## src/rtl/rl_pair_scheduler_pkg.sv

```systemverilog
// Shared definitions for the range-limited pair scheduler: FSM state encoding
// and the default BRAM address width also used by the position BRAM wrappers.
package rl_pair_scheduler_pkg;

  localparam int RL_ADDR_WIDTH_DEFAULT = 9;

  typedef enum logic [1:0] {
    ST_IDLE  = 2'd0,
    ST_ISSUE = 2'd1,
    ST_DRAIN = 2'd2,
    ST_DONE  = 2'd3
  } rl_state_e;

endpackage

```

## src/rtl/rl_pair_scheduler_valid_delay.sv

```systemverilog
// 1-bit valid shift register matching the BRAM read latency; any_valid flags
// reads still in flight so the scheduler can hold off its end-of-job pulse.
module rl_pair_scheduler_valid_delay #(
  parameter int DEPTH = 1
) (
  input  logic clk,
  input  logic rst,
  input  logic in_valid,
  output logic out_valid,
  output logic any_valid
);

  logic [DEPTH-1:0] stage_r;

  // Shift the issue strobe down the pipe; reset empties every stage.
  always_ff @(posedge clk) begin
    if (rst) begin
      stage_r <= '0;
    end else begin
      stage_r[0] <= in_valid;
      for (int i = 1; i < DEPTH; i++) begin
        stage_r[i] <= stage_r[i-1];
      end
    end
  end

  assign out_valid = stage_r[DEPTH-1];
  assign any_valid = |stage_r;

endmodule

```

## src/rtl/rl_pair_scheduler.sv

```systemverilog
// Pair-issue controller for one range-limited force pipeline: walks home x
// neighbour indices, drives BRAM reads, tracks in-flight forces, pulses done.
module rl_pair_scheduler
  import rl_pair_scheduler_pkg::*;
#(
  parameter int ADDR_WIDTH      = RL_ADDR_WIDTH_DEFAULT,
  parameter int RAM_LATENCY     = 1,
  parameter int MAX_OUTSTANDING = 64,
  parameter int OUT_WIDTH       = 7
) (
  input  logic                    clk,
  input  logic                    rst,
  input  logic                    start,
  input  logic [ADDR_WIDTH:0]     home_count,
  input  logic [ADDR_WIDTH:0]     nbr_count,
  input  logic                    skip_self,
  input  logic                    pair_ready,
  input  logic                    force_valid,
  output logic [ADDR_WIDTH-1:0]   home_rdaddr,
  output logic [ADDR_WIDTH-1:0]   nbr_rdaddr,
  output logic                    rden,
  output logic                    pair_valid,
  output logic                    busy,
  output logic                    done,
  output logic [2*ADDR_WIDTH+1:0] pair_count,
  output logic                    err_underflow
);

  localparam int CW = ADDR_WIDTH + 1;
  localparam int PW = 2 * ADDR_WIDTH + 2;

  rl_state_e             state_r;
  logic [ADDR_WIDTH-1:0] home_r, nbr_r;
  logic [CW-1:0]         home_cnt_r, nbr_cnt_r;
  logic                  skip_r, err_r;
  logic [OUT_WIDTH-1:0]  outstanding_r;
  logic [PW-1:0]         pair_count_r;

  logic self_s, room_s, issue_s, advance_s, last_nbr_s, last_home_s;
  logic start_acc_s, underflow_s, delay_any_s;

  // Issue decision: a skipped self-pair still advances the walk, a stall does not.
  always_comb begin
    self_s      = skip_r & (home_r == nbr_r);
    room_s      = (outstanding_r < OUT_WIDTH'(MAX_OUTSTANDING));
    last_nbr_s  = ({1'b0, nbr_r} == (nbr_cnt_r - CW'(1)));
    last_home_s = ({1'b0, home_r} == (home_cnt_r - CW'(1)));
    start_acc_s = (state_r == ST_IDLE) & start;
    if (state_r == ST_ISSUE) begin
      issue_s   = pair_ready & room_s & ~self_s;
      advance_s = issue_s | self_s;
    end else begin
      issue_s   = 1'b0;
      advance_s = 1'b0;
    end
    underflow_s = force_valid & ~issue_s & (outstanding_r == '0);
  end

  // Job FSM and index walk.
  always_ff @(posedge clk) begin
    if (rst) begin
      state_r    <= ST_IDLE;
      home_r     <= '0;
      nbr_r      <= '0;
      home_cnt_r <= '0;
      nbr_cnt_r  <= '0;
      skip_r     <= 1'b0;
    end else begin
      case (state_r)
        ST_IDLE: begin
          if (start) begin
            home_cnt_r <= home_count;
            nbr_cnt_r  <= nbr_count;
            skip_r     <= skip_self;
            home_r     <= '0;
            nbr_r      <= '0;
            state_r    <= ((home_count == '0) || (nbr_count == '0)) ? ST_DRAIN : ST_ISSUE;
          end
        end
        ST_ISSUE: begin
          if (advance_s) begin
            if (last_nbr_s) begin
              if (last_home_s) begin
                state_r <= ST_DRAIN;
              end else begin
                nbr_r  <= '0;
                home_r <= home_r + ADDR_WIDTH'(1);
              end
            end else begin
              nbr_r <= nbr_r + ADDR_WIDTH'(1);
            end
          end
        end
        ST_DRAIN: begin
          if ((outstanding_r == '0) && !delay_any_s) begin
            state_r <= ST_DONE;
          end
        end
        ST_DONE:  state_r <= ST_IDLE;
        default:  state_r <= ST_IDLE;
      endcase
    end
  end

  // In-flight force tracking, issued-pair count and sticky underflow flag.
  always_ff @(posedge clk) begin
    if (rst) begin
      outstanding_r <= '0;
      pair_count_r  <= '0;
      err_r         <= 1'b0;
    end else begin
      case ({issue_s, force_valid})
        2'b10:   outstanding_r <= outstanding_r + OUT_WIDTH'(1);
        2'b01:   outstanding_r <= (outstanding_r == '0) ? outstanding_r : outstanding_r - OUT_WIDTH'(1);
        default: outstanding_r <= outstanding_r;
      endcase
      if (start_acc_s) begin
        pair_count_r <= '0;
      end else if (issue_s && (pair_count_r != '1)) begin
        pair_count_r <= pair_count_r + PW'(1);
      end
      if (start_acc_s) begin
        err_r <= 1'b0;
      end else if (underflow_s) begin
        err_r <= 1'b1;
      end
    end
  end

  rl_pair_scheduler_valid_delay #(
    .DEPTH (RAM_LATENCY)
  ) u_valid_delay (
    .clk       (clk),
    .rst       (rst),
    .in_valid  (issue_s),
    .out_valid (pair_valid),
    .any_valid (delay_any_s)
  );

  assign rden          = issue_s;
  assign home_rdaddr   = home_r;
  assign nbr_rdaddr    = nbr_r;
  assign busy          = (state_r == ST_ISSUE) || (state_r == ST_DRAIN);
  assign done          = (state_r == ST_DONE);
  assign pair_count    = pair_count_r;
  assign err_underflow = err_r;

endmodule

```

## config.mk

```make
export PLATFORM = sky130hd
export DESIGN_NAME = rl_pair_scheduler
export DESIGN_NICKNAME = d
export VERILOG_FILES = /design/src/rtl/rl_pair_scheduler_pkg.sv /design/src/rtl/rl_pair_scheduler_valid_delay.sv /design/src/rtl/rl_pair_scheduler.sv
export SDC_FILE = /design/constraint.sdc
export NUM_CORES = 1
export LEC_CHECK = 0
export ABC_AREA = 1
export BUFFER_PORTS_ARGS = -buffer_cell sky130_fd_sc_hd__buf_2
export CAP_MARGIN = 15
export CORE_MARGIN = 3
export CORE_UTILIZATION = 57
export CTS_BUF_LIST = sky130_fd_sc_hd__clkbuf_16
export DETAILED_ROUTE_END_ITERATION = 7
export PLACE_DENSITY = 0.78
export SLEW_MARGIN = 30
export SYNTH_ARGS = -nofsm -noshare
export SYNTH_HDL_FRONTEND = slang
export SYNTH_SLANG_ARGS = --single-unit
```

## constraint.sdc

```tcl
create_clock -name clk -period 2.9 [get_ports clk]
set_input_delay 0.58 -clock clk [delete_from_list [all_inputs] [get_ports clk]]
set_output_delay 0.58 -clock clk [all_outputs]
set_load 0.005 [all_outputs]
```

# Word level (Yosys, flattened, before mapping)
# Cells that the tools add are included.
[word_totals] output_inout_bits=43 latchBits=0 ram_bits=0 regBits=70 rom_bits=0 mem_count=0
[classes] n_reduce_logical=17 eq_ne=17 mux=20 mul=0 shift=0 magnitude_cmp=1 bitwise_logic=9 div=0 n_addsub=7
[op_table] operator="two-way mux 9 bit" n=7
[op_table] operator="case mux 9 bit (2 select lines)" n=2
[op_table] operator="adder 20 x 1 -> 20 bit (second input constant)" n=1
[op_table] operator="equality test 9 x 10 -> 1 bit" n=2
[op_table] operator="zero test 10 bit" n=2
[op_table] operator="!= test 20 bit (second input constant)" n=1
[op_table] operator="subtractor 10 x 1 -> 10 bit (second input constant)" n=2
[op_table] operator="adder 9 x 1 -> 9 bit (second input constant)" n=2
[op_table] operator="!= test 2 bit (second input constant)" n=7
[op_table] operator="case mux 7 bit (2 select lines)" n=1
[op_table] operator="two-way mux 2 bit" n=6
[op_table] operator="AND reduction 5 bit" n=2
[op_table] operator="equality test 9 bit" n=1
[op_table] operator="case mux 2 bit (4 select lines)" n=1
[op_table] operator="adder 7 x 1 -> 7 bit (second input constant)" n=1
[op_table] operator="zero test 7 bit" n=1
[op_table] operator="less-than comparator 7 bit (second input constant)" n=1
[op_table] operator="two-way mux 7 bit" n=1
[op_table] operator="subtractor 7 x 1 -> 7 bit (second input constant)" n=1
[op_table] operator="bitwise AND 1 bit" n=6
[op_table] operator="equality test 2 bit (second input constant)" n=3
[op_table] operator="equality test 2 x 1 -> 1 bit (second input constant)" n=2
[op_table] operator="AND reduction 2 bit" n=2
[op_table] operator="AND reduction 4 bit" n=1
[op_table] operator="10 further kinds" n=15

# Depth between registers and ports, before layout
[depth] depth_word=8 mapped_depth=24

# Hierarchy
# A second synthesis with hierarchy kept.
[hier_totals] cells_unflattened=648 area_unflattened_um2=4366.7
[by_module_without_submodules] module="rl_pair_scheduler" n_inst=1 cells_per_inst=644 area_each_um2=4329.2
[by_module_without_submodules] module="rl_pair_scheduler_valid_delay" n_inst=1 cells_per_inst=4 area_each_um2=37.5

# Worst setup path after synthesis
# Ideal clock, no wire load.
[synth_timing] kind="register to register" from="reg state_r[1]" to="reg outstanding_r[4]" period_less_slack_ns=2.133 t_required_ns=2.791 slack_ns=0.767 path_stages_with_launch=18 arrival_time_ns=2.024 setup_time_ns=0.109 cell_sequence="dfxtp_1 inv_1 ha_1 inv_1 nor2_1 nand2_4 nand3_1 nand2_1 inv_1 ha_1 inv_1 nand2_1 nand3_2 o21ai_1 xor2_1 nand2_1 nand2_1 inv_1"
[synth_via] elab_chain_cells=5
[synth_rtl] item="from (decl)" line="rl_pair_scheduler.sv:32" source="rl_state_e state_r;"
[synth_rtl] item="from (signal assigned)" line="rl_pair_scheduler.sv:77" source="state_r <= ((home_count == '0) || (nbr_count == '0)) ? ST_DRAIN : ST_ISSUE;"
[synth_rtl] item="equality test 2 x 1 -> 1 bit *" line="rl_pair_scheduler.sv:49" source="if (state_r == ST_ISSUE) begin"
[synth_rtl] item="two-way mux 1 bit *" line="rl_pair_scheduler.sv:49"
[synth_rtl] item="equality test 2 x 1 -> 1 bit or equality test 2 bit (tied branches)" line="rl_pair_scheduler.sv:112" source="case ({issue_s, force_valid})"
[synth_rtl] item="!= test 2 bit (no source line) or nonzero test 2 bit (tied branches)"
[synth_rtl] item="AND reduction 2 bit (no source line)"
[synth_rtl] item="to (signal assigned)" line="rl_pair_scheduler.sv:113" source="2'b10: outstanding_r <= outstanding_r + OUT_WIDTH'(1);"
[synth_rtl] item="to (signal assigned)" line="rl_pair_scheduler.sv:114" source="2'b01: outstanding_r <= (outstanding_r == '0) ? outstanding_r : outstanding_r - OUT_WIDTH'(1);"
[synth_rtl] item="to (signal assigned)" line="rl_pair_scheduler.sv:115" source="default: outstanding_r <= outstanding_r;"
[synth_rtl] item="to (decl)" line="rl_pair_scheduler.sv:36" source="logic [OUT_WIDTH-1:0] outstanding_r;"
# Mark *: on every way between the ends. The rest lies on a longest branch, timed or not.
# A chain may end at the register's enable or synchronous reset.

# Worst setup path in the final report
[layout_timing] from="reg home_r[5] (netlist: home_rdaddr[5])" to="reg outstanding_r[4]"
[layout_via] elab_chain_cells=8
[layout_rtl] item="from (decl)" line="rl_pair_scheduler.sv:33" source="logic [ADDR_WIDTH-1:0] home_r, nbr_r;"
[layout_rtl] item="from (signal assigned)" line="rl_pair_scheduler.sv:87" source="home_r <= home_r + ADDR_WIDTH'(1);"
[layout_rtl] item="equality test 9 bit *" line="rl_pair_scheduler.sv:44" source="self_s = skip_r & (home_r == nbr_r);"
[layout_rtl] item="bitwise AND 1 bit *" line="rl_pair_scheduler.sv:44"
[layout_rtl] item="inverter 1 bit *" line="rl_pair_scheduler.sv:50" source="issue_s = pair_ready & room_s & ~self_s;"
[layout_rtl] item="bitwise AND 1 bit *" line="rl_pair_scheduler.sv:50"
[layout_rtl] item="two-way mux 1 bit *" line="rl_pair_scheduler.sv:49"
[layout_rtl] item="equality test 2 x 1 -> 1 bit or equality test 2 bit (tied branches)" line="rl_pair_scheduler.sv:112"
[layout_rtl] item="!= test 2 bit (no source line) or nonzero test 2 bit (tied branches)"
[layout_rtl] item="AND reduction 2 bit (no source line)"
# Marks and branches as above.

==> key figures <==
Detailed routing
  – DRC: 0
  – Via/cell ratio: 5.36
  – Detailed-route via count: 4423
  – Initial DRC Count: 250
  – Post-route ant nets: 0
  – Drt wl/cell: 13.4 um
  – Routed wire length: 11.1 mm
  – 1st-pass router iterations: 4

Yosys
  – Simple-gate portion of the synthesized area: 35.5%
  – Register area share after synthesis: 32.5%
  – Main combinational cell family by area after synthesis: simple AND/OR/NAND/NOR gates
  – Synth top area cells: dfxtp_1 32%, nand2_1 12%, nor2_1 7.7%, inv_1 6.6%, xor2_1 6.1%
  – Yosys reg bits: 70
  – Yosys Warn Count: 0
  – Post-Syn Instances: 652
  – Post-synthesis mux area share: 0%
  – XOR/XNOR Fraction of Synth Area: 8.32%
  – Syn_nets: 688
  – Synth Cell Area: 4310 sq um
  – Synth Area in Compound Gates: 11.9%
  – Netlist cell types: 39
  – Synth top area share: 32.5%
  – Cell taking the most area after synthesis: dfxtp_1
  – Post-Synth Adder-Cell Area: 2.90%
  – Synth Area per Inst: 6.62 sq um

Setup path
  – Critical path class: reg2reg
  – R2r endpoint: outstanding_r[4]
  – Critical path data arrival time: 2680 ps
  – Reg2Reg Depth: 21
  – Worst setup EP type: flop
  – Worst path required time: 3130 ps
  – Worst setup SP type: flop
  – RR Startpoint: home_rdaddr[5]
  – CP max FO: 8
  – Worst R2R Setup Slack: 440 ps

Pwr
  – Power, Total: 4.33 mW
  – Clock power frac: 29.0%
  – Worst vdd rail ir drop: 0.454 mV
  – Sequential share of power: 29.8%
  – Lkg Pwr: 2.24 nW
  – Power per cell area: 853 nW/um^2
  – Combinational Power Share: 41.3%
  – Psw: 1.76 mW
  – Design internal power: 2.57 mW
  – Switching part of the total: 40.7%

GRT
  – Grt total ovfl: 0
  – Vias in the first global route: 4069
  – Largest net degree at the start of global routing: 33
  – Tot GR Track Use: 26.0%
  – Initial antenna violation count: 0
  – First-pass GRT wire length: 18.1 mm

Timing
  – Clk_skew: 5.91 ps
  – Crit path time final: 2460 ps
  – FMAX: 407 MHz
  – Final setup TNS: 0 ps
  – Part of the cycle the worst path needs: 84.7%
  – # setup viols final: 0
  – Final hold vios: 0
  – Slew Limit Headroom: 44.8%
  – RSZ-0062 raised after global routing: no
  – Actual slew at the worst max-slew pin: 827 ps
  – Fin. max-slew vios: 0

Cells and area
  – Layout Area Growth over Synthesis: 17.7%
  – Final net count: 757
  – Final core utilization: 69.7%
  – Layout cells sized above 1: 17.2%
  – Antenna Diode Count: 0
  – # fillers: 680

Floorplanning
  – DIE HEIGHT: 93 um
  – Row count: 31
  – Starting density of the core: 59.2%
  – Full die area: 8650 sq um
  – DIE WIDTH: 93 um
  – Core area: 7290 sq um
  – Boundary pin count: 69

Clock network
  – Clock-pin slew on the worst setup and hold paths: 60 ps
  – H-tree depth: 3
  – Worst skew pair latency: 330 ps
  – Post-CTS Setup Inserts: 0
  – Clock Tree Root: clkbuf_16
  – Clk sinks: 70
  – Cells resized by post-CTS repair: 0
  – Num CTS Buffers: 9
  – Hold_buf cts: 0
  – CTS tree: built
  – Max clock buf depth: 2

Worst hold path
  – HP Class: reg2reg
  – Hold path cells: 1
  – Worst hold endpoint: err_underflow
  – Min-delay src: err_underflow

Placed design
  – Port bufs: 68
  – Placer Congestion: 0.933
  – DP HPWL: 8.22 mm

Run status
  – Status: completed

Run
  – MaxCap Viol Count: 0
==> routing by layer <==
layer,wire length (um),global-route usage (%),vias up
li1,-,-,2231
met2,5720,47.0,123
met1,4600,30.6,2049
met5,0,0,-
met3,525,3.78,20
met4,236,10.6,0
==> sequential cells by signal, indices dropped and copies added, names as in the netlist <==
name	count
err_underflow	1
home_cnt_r	10
home_rdaddr	9
nbr_cnt_r	10
nbr_rdaddr	9
outstanding_r	7
pair_count	20
skip_r	1
state_r	2
u_valid_delay.any_valid	1
==> power groups by stage <==
| stage | Clock (mW) | Sequential (mW) | Combinational [mW] |
|---|---|---|---|
| after global placement | 0 | 1.30 | 1.73 |
| final | 1.25 | 1.29 | 1.79 |
| after global routing | 1.31 | 1.32 | 2.03 |
| after detailed placement | 0 | 1.31 | 1.77 |
| after CTS | 1.27 | 1.29 | 1.79 |
| after floorplan | 0 | 1.26 | 1.43 |
==> synth_stat cells, drive strengths merged <==
library cell,number
a211oi,1
a21oi,44
a31oi,2
and2,1
and3,1
buf,4
clkbuf,10
clkinv,2
dfxtp,70
ha,10
inv,82
nand2,147
nand3,45
nand3b,2
nand4,11
nor2,97
nor3,17
nor3b,4
nor4,4
o21a,4
o21ai,43
o21bai,1
o221a,1
o41ai,1
or2,7
xnor2,11
xor2,30
==> area by class of cell <==
type | count | area (sq um) | share of cell area (%)
clock buffer | 9 | 225 | 4.43
clock inverter | 7 | 114 | 2.24
inverter | 84 | 317 | 6.23
multi-input combinational | 484 | 2530 | 49.8
sequential | 70 | 1400 | 27.6
tap | 99 | 124 | 2.44
timing repair buffer | 72 | 370 | 7.29
==> cells by family after synthesis <==
kind of cell               after synthesis
and+or+nand+nor                        336
buffers and inverters                   98
DFF                                     70
adders and majority gates               10
AOI/OAI and AO/OA                       97
xor gates and xnor gates                41
==> layout by cell type, fill, tap and decap left out, types with 3 or more instances in the layout <==
master / count
nor3b_1: 4
buf_4: 4
xnor2_1: 11
inv_2: 6
o21ai_1: 3
dfxtp_1: 70
nand2_4: 4
nor3_1: 15
bufinv_16: 3
nor4_1: 4
nand2_1: 140
nand3_1: 41
clkbuf_16: 9
o21a_1: 4
a21oi_1: 44
inv_1: 77
nand3_2: 4
xor2_1: 30
nor2_1: 88
nand2_2: 3
nor2_2: 8
ha_1: 10
nand4_1: 10
or2_2: 7
buf_2: 68
o21ai_0: 40
==> critical path: stages (launching register included) <==
cell and delay, ps:
dfxtp_1 540, inv_2 80, nand2_1 80, nand2_1 50
inv_1 50, nand3_1 60, nor2_1 130, nand2_2 100
nand2_4 130, nand2_4 100, nand2_1 70, nand2_1 70
inv_1 60, ha_1 130, inv_1 50, nand2_1 70
nand3_2 100, o21ai_1 160, xor2_1 150, nand2_1 60
nand2_1 60, inv_1 30
==> stage by stage <==
step	worst slack, ps	cell area [sq um]	instances	hold slack, ps
after floorplan	767	4310	652	448
after global placement	515	4740	809	449
after detailed placement	477	4740	809	454
after CTS	448	5080	825	475
after global routing	183	5080	825	500
final	443	5080	825	469
==> how the worst max path moves through the flow <==
stage	from	end	slack (ps)	cells past startpoint
after floorplan	state_r[1]	outstanding_r[4]	770	17
after CTS	nbr_rdaddr[5]	outstanding_r[4]	450	21
after global placement	home_rdaddr[5]	outstanding_r[4]	520	21
final	home_rdaddr[5]	outstanding_r[4]	440	21
after global routing	home_rdaddr[5]	outstanding_r[6]	180	23
after detailed placement	home_rdaddr[5]	outstanding_r[4]	480	21
(Power assumes the default switching activity.)
